--- src/rtl/bcd_pkg.sv ---
// Shared BCD definitions for the BCD<->binary conversion paths.
//   state_e    : converter FSM states
//   BCD_MAX    : largest legal BCD digit
//   ADJ_THRESH : digit value at or above which reverse double-dabble corrects
//   ADJ_VAL    : correction subtracted from such a digit
//   bcd_valid  : 1 when a nibble is a legal BCD digit
package bcd_pkg;

  typedef enum logic [0:0] {IDLE, SHIFT} state_e;

  localparam logic [3:0] BCD_MAX    = 4'd9;
  localparam logic [3:0] ADJ_THRESH = 4'd8;
  localparam logic [3:0] ADJ_VAL    = 4'd3;

  function automatic logic bcd_valid(input logic [3:0] nibble);
    return nibble <= BCD_MAX;
  endfunction

endpackage

--- src/rtl/bcd_digit_adj.sv ---
// Reverse double-dabble digit correction cell (combinational).
//   digit_i : BCD digit nibble after the right shift
//   digit_o : digit_i - 3 when digit_i >= 8, else digit_i (4-bit, no borrow out)
module bcd_digit_adj
  import bcd_pkg::*;
(
  input  logic [3:0] digit_i,
  output logic [3:0] digit_o
);

  // A digit >= 8 after shifting means a tens-of-previous-digit (10) landed
  // here as 8; subtracting 3 turns it back into a weight-5 correction.
  assign digit_o = (digit_i >= ADJ_THRESH) ? (digit_i - ADJ_VAL) : digit_i;

endmodule

--- src/rtl/bcd_to_bin.sv ---
// Sequential packed-BCD to binary converter, one reverse double-dabble
// iteration per clock.
//   clk     : system clock, rising edge
//   rst_n   : synchronous active-low reset
//   start   : conversion request, accepted only when idle
//   bcd_in  : packed BCD, most significant digit in the top nibble
//   busy    : conversion in progress
//   done    : one-cycle pulse, bin_out/err valid
//   bin_out : binary result, held until the next done
//   err     : last request contained a digit > 9, held until the next done
module bcd_to_bin
  import bcd_pkg::*;
#(
  parameter int unsigned DIGITS = 2,
  parameter int unsigned OUT_W  = 7
) (
  input  logic                  clk,
  input  logic                  rst_n,
  input  logic                  start,
  input  logic [4*DIGITS-1:0]   bcd_in,
  output logic                  busy,
  output logic                  done,
  output logic [OUT_W-1:0]      bin_out,
  output logic                  err
);

  localparam int unsigned BcdW = 4 * DIGITS;
  localparam int unsigned WW   = BcdW + OUT_W;
  localparam int unsigned CntW = $clog2(OUT_W + 1);

  state_e            state_q, state_d;
  logic [WW-1:0]     w_q, w_d;
  logic [CntW-1:0]   cnt_q, cnt_d;
  logic              done_q, done_d;
  logic              err_q, err_d;
  logic [OUT_W-1:0]  bin_q, bin_d;

  logic [WW-1:0]     w_shr;
  logic [WW-1:0]     w_adj;
  logic              all_valid;
  logic              last_iter;

  // Working register: BCD digit field on top, binary field accumulates below.
  assign w_shr = w_q >> 1;
  assign w_adj[OUT_W-1:0] = w_shr[OUT_W-1:0];

  for (genvar g = 0; g < DIGITS; g++) begin : g_adj
    bcd_digit_adj u_adj (
      .digit_i (w_shr[OUT_W+4*g +: 4]),
      .digit_o (w_adj[OUT_W+4*g +: 4])
    );
  end

  always_comb begin
    all_valid = 1'b1;
    for (int i = 0; i < DIGITS; i++) begin
      if (!bcd_valid(bcd_in[4*i +: 4])) begin
        all_valid = 1'b0;
      end
    end
  end

  assign last_iter = (cnt_q == CntW'(OUT_W - 1));

  always_comb begin
    state_d = state_q;
    w_d     = w_q;
    cnt_d   = cnt_q;
    done_d  = 1'b0;
    err_d   = err_q;
    bin_d   = bin_q;

    unique case (state_q)
      IDLE: begin
        if (start) begin
          if (all_valid) begin
            w_d     = {bcd_in, {OUT_W{1'b0}}};
            cnt_d   = '0;
            state_d = SHIFT;
          end else begin
            // Illegal digit: report immediately, never go busy.
            done_d = 1'b1;
            err_d  = 1'b1;
            bin_d  = '0;
          end
        end
      end
      SHIFT: begin
        w_d   = w_adj;
        cnt_d = cnt_q + CntW'(1);
        if (last_iter) begin
          bin_d   = w_adj[OUT_W-1:0];
          err_d   = 1'b0;
          done_d  = 1'b1;
          state_d = IDLE;
        end
      end
      default: state_d = IDLE;
    endcase
  end

  always_ff @(posedge clk) begin
    if (!rst_n) begin
      state_q <= IDLE;
      w_q     <= '0;
      cnt_q   <= '0;
      done_q  <= 1'b0;
      err_q   <= 1'b0;
      bin_q   <= '0;
    end else begin
      state_q <= state_d;
      w_q     <= w_d;
      cnt_q   <= cnt_d;
      done_q  <= done_d;
      err_q   <= err_d;
      bin_q   <= bin_d;
    end
  end

  assign busy    = (state_q == SHIFT);
  assign done    = done_q;
  assign err     = err_q;
  assign bin_out = bin_q;

  // Legal input always drains the digit field completely by the last iteration.
  digit_field_drained: assert property (@(posedge clk) disable iff (!rst_n)
      (state_q == SHIFT && last_iter) |-> (w_adj[WW-1:OUT_W] == '0));

endmodule

--- config.mk ---
export PLATFORM = sky130hd
export DESIGN_NAME = bcd_to_bin
export DESIGN_NICKNAME = d
export VERILOG_FILES = /design/src/rtl/bcd_pkg.sv /design/src/rtl/bcd_digit_adj.sv /design/src/rtl/bcd_to_bin.sv
export SDC_FILE = /design/constraint.sdc
export NUM_CORES = 1
export LEC_CHECK = 0
export CAP_MARGIN = 20
export CORE_MARGIN = 5
export CORE_UTILIZATION = 52
export CTS_BUF_LIST = sky130_fd_sc_hd__clkbuf_8
export CTS_CLUSTER_DIAMETER = 80
export CTS_CLUSTER_SIZE = 20
export DETAILED_ROUTE_END_ITERATION = 8
export PLACE_DENSITY_LB_ADDON = 0.1
export SYNTH_ARGS = -nofsm -noshare
export SYNTH_HDL_FRONTEND = slang
export SYNTH_SLANG_ARGS = --single-unit
--- constraint.sdc ---
create_clock -name clk -period 1.7 [get_ports clk]
set_input_delay 0.17 -clock clk [delete_from_list [all_inputs] [get_ports clk]]
set_output_delay 0.17 -clock clk [all_outputs]
set_load 0.03 [all_outputs]
==> flow_summary_export.csv <==
group,metric,value,unit
clock_tree,htreeDepth,1,
sta,skew,5.85,ps
clock_tree,path_clk_slew,90,ps
worst_setup_path,cpMaxStageDelayCell,"clkdlybuf4s50_1",
logic_synthesis,synth_top_area_cell,"dfxtp_1",
power_and_ir_drop,power_density,864,nW/um2
logic_synthesis,synth_area_leaders,"dfxtp_1 50%, nor2_1 7.2%, a22o_1 5.6%, a222oi_1 5.5%, ha_1 4.6%",
sta,timing.slew.headroom,68.1,%
logic_synthesis,synthTopCellsByCount,"27 x dfxtp_1, 21 x nor2_1, 7 x a22o_1, 7 x nand2_1",
grt,antenna_found_initial,0,
sta,maxSlewViolCount,0,
placement,place_congestion,0.770,
power_and_ir_drop,vdd_ir_drop_max,0.000835,V
sta,post-route-min-period,1470,ps
die,die_area,3110,um2
sta,tightest_slew,476,ps
logic_synthesis,yosysWarnings,0,
logic_synthesis,ys_ff_latch,27,
routing,ant_nets,0,
routing,via_per_inst,5.52,
grt,first_global_vias,797,
sta,fin_tns_setup,0,ps
finish,utilization,69.5,%
run_status,status,"finished clean",
logic_synthesis,ys.flop_type,"dfxtp_1",
worst_setup_path,critPathBufInv,1,
logic_synthesis,yosysTopAreaCellShare,49.7,%
clock_tree,clk_path_buf_depth,2,
power_and_ir_drop,finalPower,1.19,mW
logic_synthesis,yosysMostFrequentCell,"dfxtp_1",
worst_setup_path,crit_path_cell_trace,"clkdlybuf4s50_1",
clock_tree,clock-sinks,27,
logic_synthesis,synth.avg_cell_area,9.99,um2
routing,first_pass_iters,4,
clock_tree,cts_buffers,3,
grt,gr-total-overflow,0,
routing,finalWirelength,2140,um
routing,first_iter_violations,45,
worst_setup_path,cp-end-kind,"output port",
sta,whs,483,ps
routing,routedWlPerCell,13.2,um
placement,dp_slack,24.0,ps
worst_setup_path,startpoint_type,"register",
clock_tree,cts_tree,"built",
finish,fin_cells,162,
clock_tree,root_buffer,"clkbuf_8",
sta,period_share,86.3,%
logic_synthesis,synth_cell_types,28,
grt,grt_use_total,14.3,%
logic_synthesis,syn-num-nets,124,
worst_setup_path,cp_top_family,"buffers and inverters",
grt,grt_pass1_wl,3580,um
logic_synthesis,async_flop_share,0,%
clock_tree,worstSkewPairLatency,280,ps
finish,design_area,1380,um2
sta,rsz0062_at_grt,"false",
die,boundaryPins,21,
clock_tree,ctsHoldBuffers,0,
flow_run,cap_viol_max_count,0,
worst_setup_path,crit_fanout,2,
placement,placement.cell_area,1330,um2
logic_synthesis,syn_inst,109,
sta,fmax,682,MHz
worst_setup_path,required,1530,ps
finish,drive_gt1_share,13.3,%
sta,hold_viol,0,
grt,grt_max_degree,18,
worst_setup_path,arrival,1300,ps
die,start_util,54.9,%
placement,place.port_buffers,20,
finish,area_growth,26.6,%
placement,placed_cells,158,
logic_synthesis,syn_area,1090,um2
die,row_count,16,
clock_tree,cts_resized,0,
sta,setup_ws,233,ps
logic_synthesis,synth-seq-area-share,49.7,%
worst_setup_path,max_stage_delay,670,ps
sta,setup_viol,0,
routing,via_count,895,
min_path,hold_class,"register to register",
die,die_w,55.8,um
routing,route.detailed.drc,0,
finish,nets,151,
die,core,1980,um2
die,die_y,55.8,um
clock_tree,postCtsSetupBuffers,0,
placement,dp_hpwl,1530,um
finish,n_antenna_cell,0,
logic_synthesis,synth_enable_flop_cells,0,
worst_setup_path,criticalPathCategory,"register to output port",
power_and_ir_drop,p_leak,0.541,nW
## tightest hold or removal path: stages, from the launching register on
cell and delay, ps:
dfxtp_1 340, a21oi_1 40, nor2_1 70
## cells in the final DEF (no fill, tap or decap)
master / Yosys / routed
dfxtp_1: 27 / 27
nor2_1: 21 / 21
clkdlybuf4s50_1: 0 / 19
buf_4: 0 / 8
nand2_1: 7 / 7
a22o_1: 7 / 7
a22oi_1: 6 / 6
a222oi_1: 6 / 6
a21oi_1: 4 / 4
ha_1: 4 / 4
inv_1: 3 / 3
clkbuf_8: 0 / 3
o21ai_2: 2 / 2
mux2i_1: 2 / 2
clkinv_1: 1 / 1
a31oi_2: 1 / 1
nor2b_4: 1 / 1
and3_1: 1 / 1
nand3_2: 1 / 1
a21oi_2: 1 / 1
nand2b_1: 1 / 1
xnor2_1: 1 / 1
a221oi_1: 1 / 1
xor2_1: 1 / 1
o21ai_0: 1 / 1
nand3_1: 1 / 1
nor3_1: 1 / 1
o21a_1: 1 / 1
nor2b_1: 1 / 1
clkinv_2: 0 / 1
## area by class of cell
cell class	count	area [um2]
well taps	27	33.8
flip-flops and latches	27	541
inverters	4	15.0
clock inverters	1	5.00
repair buffers	27	250
multi-input cells	73	492
clock buffers	3	41.3
fillers	151	604
## metal layers
metal / up-vias / part of all wire (%) / track usage (%)
met5: - / 0 / 0
met3: 6 / 5.6 / 4.64
met2: 26 / 44 / 20.8
met1: 419 / 49 / 19.1
li1: 444 / - / -
met4: 0 / 1.7 / 6.25
## final timing paths
path,start,to,slack [ps],depth (start not counted)
worst max-delay path,bin_out[0],bin_out[0],230,1
worst max register to register,busy,w_q[9],280,4
worst min-delay path,err,err,480,2
worst min register to register,err,err,480,2
## where the power goes
part / total [mW] / leakage, nW / internal, mW / switching (mW)
logic: 0.156 / 0.297 / 0.0756 / 0.0800
clock network: 0.366 / 0.0255 / 0.165 / 0.202
registers: 0.668 / 0.219 / 0.650 / 0.0183
total: 1.19 / 0.541 / 0.890 / 0.300
## sequential cells by signal, summed over array words and instances, names as in the netlist
name and flops:
done 1, cnt_q 3, busy 1, err 1, bin_out 7, w_q 14
## logic make-up (layout without fill, tap and decap cells)
logic type / after synthesis / in the layout / share of synthesized area (%)
muxes: 2 / 2 / 1.84
AOI/OAI and AO/OA: 30 / 30 / 22.6
adders and majority gates: 4 / 4 / 4.60
buffers and inverters: 9 / 35 / 5.17
and+or+nand+nor: 35 / 35 / 14.5
xor gates and xnor gates: 2 / 2 / 1.61
DFF: 27 / 27 / 49.7
Note: power is estimated with default switching activity, not from simulation.
